==> config.mk <==
export PLATFORM = sky130hd
export DESIGN_NAME = stopwatch_core
export DESIGN_NICKNAME = d
export VERILOG_FILES = /design/src/rtl/stopwatch_core.sv
export SDC_FILE = /design/constraint.sdc
export NUM_CORES = 1
export LEC_CHECK = 0
export CAP_MARGIN = 15
export CELL_PAD_IN_SITES_DETAIL_PLACEMENT = 1
export CELL_PAD_IN_SITES_GLOBAL_PLACEMENT = 2
export CORE_ASPECT_RATIO = 0.9
export CORE_MARGIN = 8
export CORE_UTILIZATION = 39
export CTS_BUF_LIST = sky130_fd_sc_hd__clkbuf_8
export DETAILED_ROUTE_END_ITERATION = 12
export PLACE_DENSITY = 0.93
export SKIP_LAST_GASP = 1
export SYNTH_ARGS = -nofsm -noshare
export SYNTH_HDL_FRONTEND = slang
export SYNTH_SLANG_ARGS = --single-unit
==> constraint.sdc <==
create_clock -name clk -period 5.12 [get_ports clk]
set_clock_uncertainty 0.15 [all_clocks]
set_input_delay 1.024 -clock clk [delete_from_list [all_inputs] [get_ports clk]]
set_output_delay 1.024 -clock clk [all_outputs]
set_load 0.03 [all_outputs]
==> src/rtl/stopwatch_core.sv <==
// stopwatch_core: BCD MM:SS.cc stopwatch counting tick rising edges, with a run/stop/lap control FSM.
module stopwatch_core #(
  parameter int MAX_MIN = 59
) (
  input  logic       clk,
  input  logic       rst,
  input  logic       tick,
  input  logic       start_stop,
  input  logic       lap,
  input  logic       clear,
  output logic [3:0] min_t,
  output logic [3:0] min_o,
  output logic [3:0] sec_t,
  output logic [3:0] sec_o,
  output logic [3:0] cs_t,
  output logic [3:0] cs_o,
  output logic       running,
  output logic       lap_active,
  output logic       overflow
);
  typedef enum logic [1:0] {IDLE, RUN, RUN_LAP, STOP} state_t;
  // Digit order, lowest first: cs_o, cs_t, sec_o, sec_t, min_o, min_t
  localparam logic [5:0][3:0] LIM = {4'd9, 4'd9, 4'd5, 4'd9, 4'd9, 4'd9};
  localparam logic [5:0][3:0] TOP = {4'(MAX_MIN / 10), 4'(MAX_MIN % 10), 4'd5, 4'd9, 4'd9, 4'd9};
  state_t state_q, state_d;
  logic tick_q, tp, live, sat, clr, ovf_q, ovf_d;
  logic [5:0][3:0] cnt_q, cnt_d, lap_q, lap_d, disp_q;
  assign tp   = tick & ~tick_q;
  assign live = state_q == RUN || state_q == RUN_LAP;
  assign sat  = tp & live & (cnt_q == TOP);
  assign clr  = state_q == STOP && clear;
  always_ff @(posedge clk) begin
    if (rst) begin
      state_q <= IDLE;
      tick_q  <= 1'b0;
      cnt_q   <= '0;
      lap_q   <= '0;
      ovf_q   <= 1'b0;
    end else begin
      state_q <= state_d;
      tick_q  <= tick;
      cnt_q   <= cnt_d;
      lap_q   <= lap_d;
      ovf_q   <= ovf_d;
    end
  end
  always_comb begin
    state_d = state_q;
    case (state_q)
      IDLE:    state_d = start_stop ? RUN : IDLE;
      RUN:     state_d = (sat || start_stop) ? STOP : lap ? RUN_LAP : RUN;
      RUN_LAP: state_d = (sat || start_stop) ? STOP : lap ? RUN : RUN_LAP;
      STOP:    state_d = clear ? IDLE : (start_stop && !ovf_q) ? RUN : STOP;
      default: state_d = IDLE;
    endcase
  end
  always_comb begin : cnt_p
    logic c;
    c = tp & live & ~sat;
    cnt_d = cnt_q;
    for (int i = 0; i < 6; i++) begin
      cnt_d[i] = c ? ((cnt_q[i] == LIM[i]) ? 4'd0 : cnt_q[i] + 4'd1) : cnt_q[i];
      c = c & (cnt_q[i] == LIM[i]);
    end
    if (clr) cnt_d = '0;
  end
  assign lap_d = (state_q == RUN && lap && !start_stop) ? cnt_q : lap_q;
  assign ovf_d = clr ? 1'b0 : (ovf_q | sat);
  always_ff @(posedge clk) begin
    if (rst) begin
      disp_q     <= '0;
      running    <= 1'b0;
      lap_active <= 1'b0;
      overflow   <= 1'b0;
    end else begin
      disp_q     <= (state_q == RUN_LAP) ? lap_q : cnt_q;
      running    <= live;
      lap_active <= state_q == RUN_LAP;
      overflow   <= ovf_q;
    end
  end
  assign {min_t, min_o, sec_t, sec_o, cs_t, cs_o} = disp_q;
endmodule

### Word-level counts from Yosys, hierarchy flattened

Index checks and enable logic that the tools add are counted.

| storage, ports and cells | value |
|---|---|
| logic and storage cells | 77 |
| latch bits | 0 |
| memories kept | 0 |
| output and inout port bits | 27 |
| flip-flop bits (word level) | 79 |
| input port bits | 6 |
| memory bits (writable) | 0 |
| bits in read-only memories | 0 |

| cells by class | value |
|---|---|
| multiplexer cells | 15 |
| shift-type cells | 0 |
| equality and inequality tests | 10 |
| order comparisons | 0 |
| reductions and logical operators | 10 |
| divide/modulo/power cells | 0 |
| bitwise gates (word level) | 12 |
| multipliers | 0 |
| add/sub/neg operators | 6 |

Operator list:

| kind | number |
|---|---|
| $add A4 B1 Y4 const B | 6 |
| $eq A24 B23 Y1 const B | 1 |
| $mux W24 | 1 |
| $mux W4 | 6 |
| $eq A4 B4 Y1 const B | 5 |
| $mux W2 | 6 |
| $and A1 B1 Y1 | 9 |
| $pmux W2 S4 | 1 |
| $eq A2 B2 Y1 const B | 2 |
| $eq A4 B3 Y1 const B | 1 |
| $logic_and A1 B1 Y1 | 4 |
| $eq A2 B1 Y1 const B | 1 |
| $logic_not A1 Y1 | 2 |
| $logic_not A2 Y1 | 1 |
| $logic_or A1 B1 Y1 | 2 |
| $not A1 Y1 | 2 |
| $reduce_or A2 Y1 | 1 |
| $mux W1 | 1 |
| $or A1 B1 Y1 | 1 |

### Logic depth before layout (Yosys ltp)

Gate-level depths: netlist of the first run.

| logic depth | value |
|---|---|
| depth in word-level cells | 11 |
| gate-level depth with buffers | 8 |
| gate-level depth less buffers | 6 |

### Worst setup path after synthesis of the first run

No wires, ideal clock.

| timing | value |
|---|---|
| path type | input to register |
| start | in tick |
| end | reg cnt_q[22] (netlist name) |
| data required time | 4840 ps |
| arrival | 2040 ps |
| stages | 6 |
| buffers on the path | 2 |
| setup time | 130 ps |
| path slack | 2800 ps |
| cell sequence | and4b_1 > buf_4 > nand3_2 > clkbuf_1 > o41ai_1 > a21oi_1 |

| between the ends | value |
|---|---|
| word-level cells in the longest chain between the ends | 10 |

RTL lines:

| item | RTL line | text |
|---|---|---|
| start, declared | 7 | `input logic tick,` |
| $and A1 B1 Y1 (*) | 28 | `assign tp = tick & ~tick_q;` |
| $and A1 B1 Y1 (*) | 30, 59 |  |
| $and A1 B1 Y1 | 30 | `assign sat = tp & live & (cnt_q == TOP);` |
| $not A1 Y1 | 59 | `c = tp & live & ~sat;` |
| $and A1 B1 Y1 (*) | 59 |  |
| $and A1 B1 Y1 (*) (5 in a row) | 63 | `c = c & (cnt_q[i] == LIM[i]);` |
| end signal, assigned | 42 | `cnt_q <= cnt_d;` |
| end, declared | 27 | `logic [5:0][3:0] cnt_q, cnt_d, lap_q, lap_d, disp_q;` |

Mark *: on every way between the ends. The rest lies on a longest branch, timed or not.
A chain may end at the register's enable or synchronous reset.

### Final worst setup path of the first run

| timing | value |
|---|---|
| start | in tick |
| end | reg cnt_q[15] (netlist name) |

| between the ends | value |
|---|---|
| word-level cells in the longest chain between the ends | 8 |

RTL lines:

| item | RTL line |
|---|---|
| $and A1 B1 Y1 (*) | 28 |
| $and A1 B1 Y1 (*) | 30, 59 |
| $and A1 B1 Y1 | 30 |
| $not A1 Y1 | 59 |
| $and A1 B1 Y1 (*) | 59 |
| $and A1 B1 Y1 (*) (3 in a row) | 63 |

Marks and branches as above.

==> impl_results.md, run 1 <==
- CP top delay family: simple AND/OR/NAND/NOR gates
- Top_reg_cell synth: dfxtp_1
- Post-Synthesis Cells: 390
- Least-Margin Pin Slew: 1030 ps
- Antenna violations before repair: 0
- CP arrival: 3040 ps
- Post-synthesis average cell area: roughly 9 sq um
- Synth cell types: 60
- Vias in the first global route: 2,777
- Num CTS Buffers: 9
- Clock Power Share: 42.7%
- Multi-input combinational cell area: about 0.0017 sq mm
- CP Capture Type: flop
- Post-Route WL: 8.41 mm
- Clock Latency Late Sink: 360 ps
- Synthesized Nets: 400
- Slowest CP cell: or4_1
- CP Class: primary input to flop
- Final ANT Viol Nets: 0
- Sw Pwr: 0.000292 W
- First drt pass iteration count: 5
- Unrepaired setup endpoints after global routing: no
- Period minus WS final: approximately 2900 ps
- Final cell count without fillers: 531
- Post-placement cell count: 515
- Synthesized cell area: 0.00350 sq mm
- Met2 wire length: 3.91 mm
- Final Hold Fails: 0
- First DRT Iteration DRCs: ~120
- Sequential Power Share: 53.4%
- Most frequent cells in the layout: dfxtp_1, nand2_1, a21oi_1
- Die width: 116 microns
- Sequential standard cell area: 0.00158 sq mm
- Clock slew at reported path FFs: 90 ps
- Root buf cell: clkbuf_8
- Finished Core Util: 46.7%
- CP Buf/Inv Count: 1
- Final net count: 417
- Worst Hold Class: flop to flop
- CTS tree: built
- Clk sinks: 79
- Die Height: 106 microns
- Largest net degree at the start of global routing: 57
- Total Neg Setup Slack: 0 ps
- Fillers: 1,027
- Worst Path Max Fanout: 15
- Static Leak: 1.30 nW
- Max-cap violations: 0
- Combinational power share: 3.8%
- WL met1: 4.07 mm
- Endpoints failing setup: 0
- Max-slew violation count: 0
- Via count: between 2,000 and 3,000
- PortBufs: 32
- Worst path cell trace: clkdlybuf4s50_1 > and4b_1 > nand3_2 > or4_1 > a21oi_1
- Final period utilization: 56.8%
- First-pass GRT wire length: between 10 and 15 mm
- Met3 WL post-DR: 366 microns
- ANT cells: 0
- Hold_buf cts: 0
- Share of cells above drive strength 1: 8.25%
- Power density over the cells: 287 mW/mm^2
- Async SR Flop Fraction: 0%
- Vias per cell: around 5.3
- Die Area: approximately 0.012 sq mm
- Avg WL per Cell: 15.8 microns
- Outcome: finished, final reports clean
- Critical Path Start Type: primary input
- Maximum vdd ir drop: 130 uV
- Core Area: 0.00865 sq mm
- Post-synth EDFFs: 0
- Post-CTS Setup Bufs: 0
- Worst Hold Margin: just over 300 ps
- Flops & latches, synth: 79
- Peak Freq: approximately 340 MHz
- Ports: 33
- Post-synthesis sequential area ratio: 45.2%
- Area delta synth->final: 15.5%
- Switching Fraction: 25.2%
- P_int: 0.000868 W
- Cts repair resizes: 0
- CP required: 5250 ps
- DRC: 0
- Power Total: 0.00116 W
- Relative slew margins: roughly 31%
- Clock Path Buffers: 2
- Overflow after GRT: 0
- H-tree depth: 3
- Highest routed layer: met4
- GP Congestion: 0.775
- Commonest non-fill, non-tap cell in the layout: dfxtp_1
- Yosys warns: 0
- All-Layer GR Usage: 14.1%
- Initial Util: 40.5%
- Slowest stage delay, CP: between 500 and 600 ps
- Hpwl dp: 5.59 mm
- FP Rows: 32
==> worst paths after layout <==
path | start | end | slack, ps | cells past startpoint
min reg2reg | lap_q[23] | lap_q[23] | 310 | 2
min | lap_q[23] | lap_q[23] | 310 | 2
max reg2reg | state_q[0] | cnt_q[15] | 2610 | 6
max | tick | cnt_q[15] | 2210 | 5
==> per-stage QoR <==
| step | setup slack, ps | cell area (sq um) |
|---|---|---|
| floorplan | 2800 | 3500 |
| global placement | 1930 | 3830 |
| detailed placement | 1870 | 3830 |
| CTS | 2250 | 4040 |
| global route | 2070 | 4040 |
| finish | 2210 | 4040 |
==> power by group through the flow <==
| stage | Combinational, W | Clock [W] | Sequential (W) |
|---|---|---|---|
| 2_1_floorplan | 0.0000294 | 0 | 0.000635 |
| 3_3_place_gp | 0.0000446 | 0 | 0.000634 |
| 3_5_place_dp | 0.0000455 | 0 | 0.000634 |
| 4_1_cts | 0.0000455 | 0.000509 | 0.000620 |
| 5_1_grt | 0.0000496 | 0.000536 | 0.000621 |
| 6_report | 0.0000446 | 0.000496 | 0.000620 |
==> flip-flops by register name, indices dropped and copies added (netlist names), 2 cells and up <==
register / count
lap_q: 24
sec_o: 4
min_t: 4
min_o: 4
state_q: 2
sec_t: 4
cs_o: 4
cs_t: 4
cnt_q: 24
==> cells in the mapped netlist (3+ instances only) <==
cell type	instances	area, sq um
a31oi_1	7	43.8
o31ai_1	6	45.0
nand2b_1	4	25.0
inv_1	10	37.5
clkbuf_1	11	41.3
o21ai_0	7	35.0
ha_1	4	50.1
nor2_1	38	143
and4bb_2	3	37.5
nand4_1	7	43.8
nand2_1	56	210
dfxtp_1	79	1580
buf_4	4	30.0
nor2b_1	11	68.8
nor3b_1	3	22.5
nand3_1	8	40.0
buf_2	6	30.0
a21oi_1	40	200
a211oi_1	4	30.0
mux2i_1	27	270
nor4_1	3	18.8
==> area by class of cell <==
class	count	share of cell area [%]
clock buffer	9	3.06
clock inverter	7	2.14
inverter	10	0.929
multi-input combinational	274	43.1
sequential	79	39.1
tap	119	3.68
timing repair buffer	33	7.99
==> logic make-up (layout without fill, tap and decap cells) <==
logic type                 after synthesis  in the layout  synth area share (%)
AOI/OAI and AO/OA                       79             79                  14.2
xor gates and xnor gates                 3              3                 0.751
adders and majority gates                4              4                  1.43
buffers and inverters                   37             59                  5.11
DFF                                     79             79                  45.2
muxes                                   27             27                  7.72
and+or+nand+nor                        161            161                  25.6
==> tightest hold or removal path, delay by kind of cell, from the launching register on <==
kind	cells	cell delay, ps
DFF	1	320
and+or+nand+nor	1	50
AOI/OAI and AO/OA	1	50
==> routing by layer <==
layer  global-route usage, %  vias up
met4                    3.89        0
met5                       0        -
met1                    18.4     1382
met3                    3.82        7
met2                    22.4       43
li1                        -     1402
Power figures use the tool's default switching activity.
==> run 2, diff against run 1 <==
--- a/config.mk
+++ b/config.mk
@@ -10,10 +10,10 @@
 export CELL_PAD_IN_SITES_GLOBAL_PLACEMENT = 2
 export CORE_ASPECT_RATIO = 0.9
 export CORE_MARGIN = 8
-export CORE_UTILIZATION = 39
+export CORE_UTILIZATION = 37
 export CTS_BUF_LIST = sky130_fd_sc_hd__clkbuf_8
 export DETAILED_ROUTE_END_ITERATION = 12
-export PLACE_DENSITY = 0.93
+export PLACE_DENSITY = 0.89
 export SKIP_LAST_GASP = 1
 export SYNTH_ARGS = -nofsm -noshare
 export SYNTH_HDL_FRONTEND = slang
==> constraint.sdc (replaced) <==
create_clock -name clk -period 2.8 [get_ports clk]
set_clock_uncertainty 0.15 [all_clocks]
set_input_delay 0.56 -clock clk [delete_from_list [all_inputs] [get_ports clk]]
set_output_delay 0.56 -clock clk [all_outputs]
set_load 0.03 [all_outputs]
==> run 2 against run 1 <==
Design area up 0.90%. Global-route usage about the same. Critical endpoint unchanged. Routed wire length up 2.4%. Combinational power up 98%. Non-clock buffer count up 6. Critical path depth up 1. Register-to-register slack worse by 2100 ps. Clock power up 63%.
==> impl_results.md, run 2 (synthesis gave the netlist of run 1 again) <==
- Relative slew margins: 52.8% (+22 points)
- Num CTS Buffers: 9 (unchanged)
- Clock slew at reported path FFs: 90 ps (about the same)
- Max-slew violation count: 0 (unchanged)
- Period minus WS final: between 2000 and 2500 ps
- Post-placement cell count: 524 (+1.7%)
- Worst-case reg-to-reg path depth: 6 (unchanged)
- FP Rows: 33 (+3.1%)
- Die width: 119 microns (+2.3%)
- Die Area: 0.0128 sq mm (+4.6%)
- Outcome: finished, final reports clean
- CP arrival: 2410 ps (-630 ps)
- Worst Path Max Fanout: 10 (-5)
- GP Congestion: 0.762 (-1.6%)
- Endpoints failing setup: 0 (unchanged)
- Post-Route WL: 8.62 mm (+2.4%)
- Final net count: 423 (+1.4%)
- Vias per cell: 5.29 (-0.80%)
- Most frequent cells in the layout: dfxtp_1, nand2_1, a21oi_1
- Cts repair resizes: 0 (unchanged)
- Core Area: 0.00917 sq mm (+6.0%)
- Largest net degree at the start of global routing: 33 (-42%)
- All-Layer GR Usage: 14.1% (about the same)
- Worst Hold Class: flop to flop
- Root buf cell: clkbuf_8
- Max-cap violations: 0 (unchanged)
- Clock Path Buffers: 2 (unchanged)
- Maximum vdd ir drop: 215 uV (+65%)
- Slowest stage delay, CP: 570 ps (-20 ps)
- CP Capture Type: flop
- First-pass GRT wire length: 14.6 mm (+5.1%)
- Final ANT Viol Nets: 0 (unchanged)
- Worst path cell trace: inv_1 > ha_1 > and4b_1 > nand3_2 > or4_1 > a21oi_1
- Commonest non-fill, non-tap cell in the layout: dfxtp_1
- Placed Area: 0.00389 sq mm (+1.5%)
- ANT cells: 0 (unchanged)
- Power Total: 0.00203 W (+75%)
- Design Area, Final: 0.00408 sq mm (+0.90%)
- Ports: 33 (unchanged)
- CTS tree: built
- DRC: 0 (unchanged)
- Power density over the cells: 497 mW/mm^2 (+73%)
- Hpwl dp: 5.98 mm (+6.9%)
- First drt pass iteration count: 4 (-1)
- Fillers: 1,084 (+5.6%)
- Biggest regs: cnt_q (24), lap_q (24)
- Share of cells above drive strength 1: 9.33% (+1.1 points)
- Avg WL per Cell: 16.0 microns (+0.74%)
- Die Height: 108 microns (+2.3%)
- Final Hold Fails: 0 (unchanged)
- Hold_buf cts: 0 (unchanged)
- Post-CTS Setup Bufs: 0 (unchanged)
- R2R setup slack: 510 ps (-2100 ps)
- PortBufs: 32 (unchanged)
- Slowest CP cell: or4_1
- Unrepaired setup endpoints after global routing: no
- Overflow after GRT: 0 (unchanged)
- Critical Path Start Type: flop
- Hold path depth: 2 (unchanged)
- Clock Latency Late Sink: 350 ps (about the same)
- First DRT Iteration DRCs: 141 (+14%)
- Final period utilization: 81.8%
- Final cell count without fillers: 540 (+1.7%)
- Total Neg Setup Slack: 0 ps (unchanged)
- Clk sinks: 79 (unchanged)
- Static Leak: 1.31 nW (+1.3%)
- Vias in the first global route: 2,815 (+1.4%)
- Initial Util: 38.2% (-2.3 points)
- Area delta synth->final: 16.6%
- Least-Margin Pin Slew: 708 ps (-324 ps)
- Antenna violations before repair: 0 (unchanged)
- H-tree depth: 3 (unchanged)
- CP Class: flop to flop
- Worst Hold Margin: 309 ps (-1.56 ps)
- Via count: 2,859 (+0.88%)
- CP required: 2930 ps (-2320 ps)
- Peak Freq: ~440 MHz
==> run 2: cell types whose count changed in the layout (fill, tap and decap cells not counted), sizes merged <==
cell      before  now
buf            2    8
bufinv         1    0
clkbuf         9   10
clkinv         0    1
clkinvlp       1    2
inv           15   13
==> run 2: worst paths after layout <==
path	to	start
min reg2reg	lap_q[4]	lap_q[4]
max reg2reg	cnt_q[15]	state_q[0]
min	lap_q[4]	lap_q[4]
max	cnt_q[15]	state_q[0]
==> run 2: critical path: cells and delay by family (launching register included) <==
| kind | cells | cell delay (ps) |
|---|---|---|
| flip-flops | 1 | 370 |
| buffers and inverters | 1 | 80 |
| AND/OR/NAND/NOR | 3 | 1110 |
| adder cells (fa/ha/maj) | 1 | 340 |
| AO/OA/AOI/OAI | 1 | 160 |
==> run 2: layer usage <==
layer  GRT usage (%)  vias up  part of all wire, %
met4            5.50        0                  1.2
li1                -     1428                    -
met2            21.0       50                   43
met3            4.11        8                  4.0
met5               0        -                    0
met1            19.0     1373                   51
==> run 2: layout make-up <==
| type | count | area, sq um | area share, % |
|---|---|---|---|
| Clock inverter | 6 | 50.0 | 1.23 |
| Timing Repair Buffer | 39 | 380 | 9.33 |
| Sequential cell | 79 | 1580 | 38.8 |
| Inverter | 10 | 37.5 | 0.920 |
| Clock buffer | 10 | 138 | 3.37 |
| Multi-Input combinational cell | 274 | 1740 | 42.6 |
| Tap cell | 122 | 153 | 3.74 |
==> run 2: report_power, final <==
group	switching [W]	leakage (nW)	internal, W
Sequential	0.00000515	0.637	0.00113
Combinational	0.0000586	0.588	0.0000298
Clock	0.000450	0.0899	0.000357
==> run 2: metrics by stage <==
stage | setup slack [ps] | util, %
after floorplan | 792 | -
after global placement | 238 | 42.5
after detailed placement | 190 | 42.5
after CTS | 491 | 44.5
after global routing | 360 | 44.5
final | 511 | 44.5
==> run 3, diff against run 2 <==
--- a/config.mk
+++ b/config.mk
@@ -10,10 +10,10 @@
 export CELL_PAD_IN_SITES_GLOBAL_PLACEMENT = 2
 export CORE_ASPECT_RATIO = 0.9
 export CORE_MARGIN = 8
-export CORE_UTILIZATION = 37
+export CORE_UTILIZATION = 33
 export CTS_BUF_LIST = sky130_fd_sc_hd__clkbuf_8
 export DETAILED_ROUTE_END_ITERATION = 12
-export PLACE_DENSITY = 0.89
+export PLACE_DENSITY = 0.85
 export SKIP_LAST_GASP = 1
 export SYNTH_ARGS = -nofsm -noshare
 export SYNTH_HDL_FRONTEND = slang
==> constraint.sdc (replaced) <==
create_clock -name clk -period 1.9 [get_ports clk]
set_clock_uncertainty 0.15 [all_clocks]
set_input_delay 0.38 -clock clk [delete_from_list [all_inputs] [get_ports clk]]
set_output_delay 0.38 -clock clk [all_outputs]
set_load 0.03 [all_outputs]
==> run 3 against run 2 <==
The flow now finishes with violations (negative setup slack). Highest routed layer unchanged. Non-clock buffer count up 48. Sequential share of layout area shrank 4.9 points. Worst hold slack lost 120 ps.
==> impl_results.md, run 3 (synthesis gave the netlist of run 1 again) <==
- Vias per cell: 5.20 (-1.8%)
- Commonest non-fill, non-tap cell in the layout: dfxtp_1
- Outcome: finished with violations
- Failing checks: negative setup slack
- Vias in the first global route: 3,211 (+14%)
- Peak Freq: 487 MHz (+11%)
- Num CTS Buffers: 9 (unchanged)
- Critical Path Start Type: flop
- Biggest regs: cnt_q (24), lap_q (24)
- Worst Hold Margin: 192 ps (-117 ps)
- Design Area, Final: 0.00469 sq mm (+15%)
- Max-slew violation count: 0 (unchanged)
- Slowest CP cell: or4b_4
- Placed Area: 0.00426 sq mm (+9.4%)
- Via count: 3,088 (+8.0%)
- Hold_buf cts: 0 (unchanged)
- First DRT Iteration DRCs: 149 (+5.7%)
- Maximum vdd ir drop: 346 uV (+60%)
- Largest net degree at the start of global routing: 29 (-12%)
- Total Neg Setup Slack: -518 ps (-518 ps)
- DRC: 0 (unchanged)
- FP Rows: 35 (+6.1%)
- Grt met3 use: 3.52% (-0.59 points)
- Max-cap violations: 0 (unchanged)
- GP Congestion: 0.802 (+5.2%)
- Least-Margin Pin Slew: 556 ps (-152 ps)
- Power density over the cells: 693 mW/mm^2 (+39%)
- CP Buf/Inv Count: 1 (unchanged)
- PortBufs: 32 (unchanged)
- Overflow after GRT: 0 (unchanged)
- Final Hold Fails: 0 (unchanged)
- H-tree depth: 3 (unchanged)
- Most frequent cells in the layout: dfxtp_1, nand2_1, buf_4
- CP arrival: 2190 ps (-220 ps)
- Clock slew at reported path FFs: 80 ps (about the same)
- Antenna violations before repair: 0 (unchanged)
- Worst Path Max Fanout: 4 (-6)
- Period minus WS final: 2050 ps (-235 ps)
- Die Area: 0.0142 sq mm (+10%)
- Avg WL per Cell: 16.8 microns (+5.4%)
- Fillers: 1,176 (+8.5%)
- All-Layer GR Usage: 13.7% (-0.45 points)
- Top Usage Layer GRT: met2
- CP required: 2040 ps (-890 ps)
- Final period utilization: 108% (+26 points)
- Post-Route WL: 9.99 mm (+16%)
- Worst Hold Class: primary input to flop
- Final ANT Viol Nets: 0 (unchanged)
- CP Capture Type: flop
- CTS tree: built
- Static Leak: 1.86 nW (+42%)
- Ports: 33 (unchanged)
- Initial Util: 34.0% (-4.2 points)
- First drt pass iteration count: 4 (unchanged)
- GR Util met1: 17.2% (-1.8 points)
- Clk sinks: 79 (unchanged)
- Unrepaired setup endpoints after global routing: yes
- Relative slew margins: 62.9% (+10 points)
- Hpwl dp: 6.91 mm (+16%)
- ANT cells: 0 (unchanged)
- Worst setup margin: -154 ps (-665 ps)
- Die width: 125 microns (+5.1%)
- Share of cells above drive strength 1: 23.4% (+14 points)
- Root buf cell: clkbuf_8
- Die Height: 114 microns (+5.0%)
- CP top delay family: simple AND/OR/NAND/NOR gates
- First-pass GRT wire length: 16.1 mm (+10%)
- CP Class: flop to flop
- Core Area: 0.0103 sq mm (+12%)
- Clock Latency Late Sink: 350 ps (about the same)
- Met2 usage: 22.1% (+1.1 points)
- Clock Path Buffers: 2 (unchanged)
- Worst path cell trace: inv_2 > ha_4 > and4b_2 > nand4_1 > or4b_4 > a21oi_2
- Setup WS pre-CTS: -371 ps (-561 ps)
- Area delta synth->final: 34.1%
- Slowest stage delay, CP: 600 ps (+30 ps)
- Final net count: 471 (+11%)
- Power Total: 0.00325 W (+60%)
- Endpoints failing setup: 9 (+9)
==> run 3: cell types whose count changed in the layout (fill, tap and decap cells not counted), moves of 5 or more <==
cell | previous run | this run
dlygate4sd2_1 | 0 | 6
clkdlybuf4s50_1 | 31 | 14
dlymetal6s2s_1 | 0 | 11
dfxtp_2 | 0 | 5
buf_4 | 6 | 48
dfxtp_1 | 79 | 74
==> run 3: path summary, 6_finish.rpt <==
path | startpoint | endpoint | slack (ps) | cells after the start
worst min register to register | lap_q[11] | lap_q[11] | 310 | 2
worst max register to register | state_q[0] | cnt_q[14] | -150 | 6
worst min-delay path | rst | overflow | 190 | 2
worst max-delay path | state_q[0] | cnt_q[14] | -150 | 6
==> run 3: metal layers <==
layer	part of all wire [%]	wire length, microns
met5	0	0
met4	1.0	104
met3	3.6	356
met2	46	4620
met1	49	4910
==> run 3: where the power goes <==
group / switching (W) / total (W) / internal [W]
clock network: 0.000629 / 0.00140 / 0.000771
registers: 0.00000614 / 0.00167 / 0.00166
logic: 0.000105 / 0.000185 / 0.0000802
==> run 3: final cells by class <==
| type | count | area [sq um] | area share (%) |
|---|---|---|---|
| Timing Repair Buffer | 87 | 815 | 17.4 |
| Inverter | 10 | 37.5 | 0.800 |
| Clock inverter | 5 | 82.6 | 1.76 |
| Clock buffer | 10 | 138 | 2.93 |
| Sequential cell | 79 | 1590 | 33.8 |
| Multi-Input combinational cell | 274 | 1870 | 39.9 |
| Tap cell | 129 | 161 | 3.44 |
==> run 3: repair_timing <==
item	CTS	global route
endpoints found under the setup margin	17	48
buffers inserted	4	3
cloned	0	1
pin swaps	7	11
gates resized for setup	14	32
==> run 3: worst register-to-register path, stage by stage (launching register included) <==
cell,delay (ps)
dfxtp_2,350
inv_2,60
ha_4,280
and4b_2,280
nand4_1,160
or4b_4,600
a21oi_2,120
==> run 3: stage by stage <==
step           instances  util, %
2_1_floorplan        390        -
3_3_place_gp         573     41.3
3_5_place_dp         573     41.3
4_1_cts              592     44.1
5_1_grt              594     45.6
6_report             594     45.6
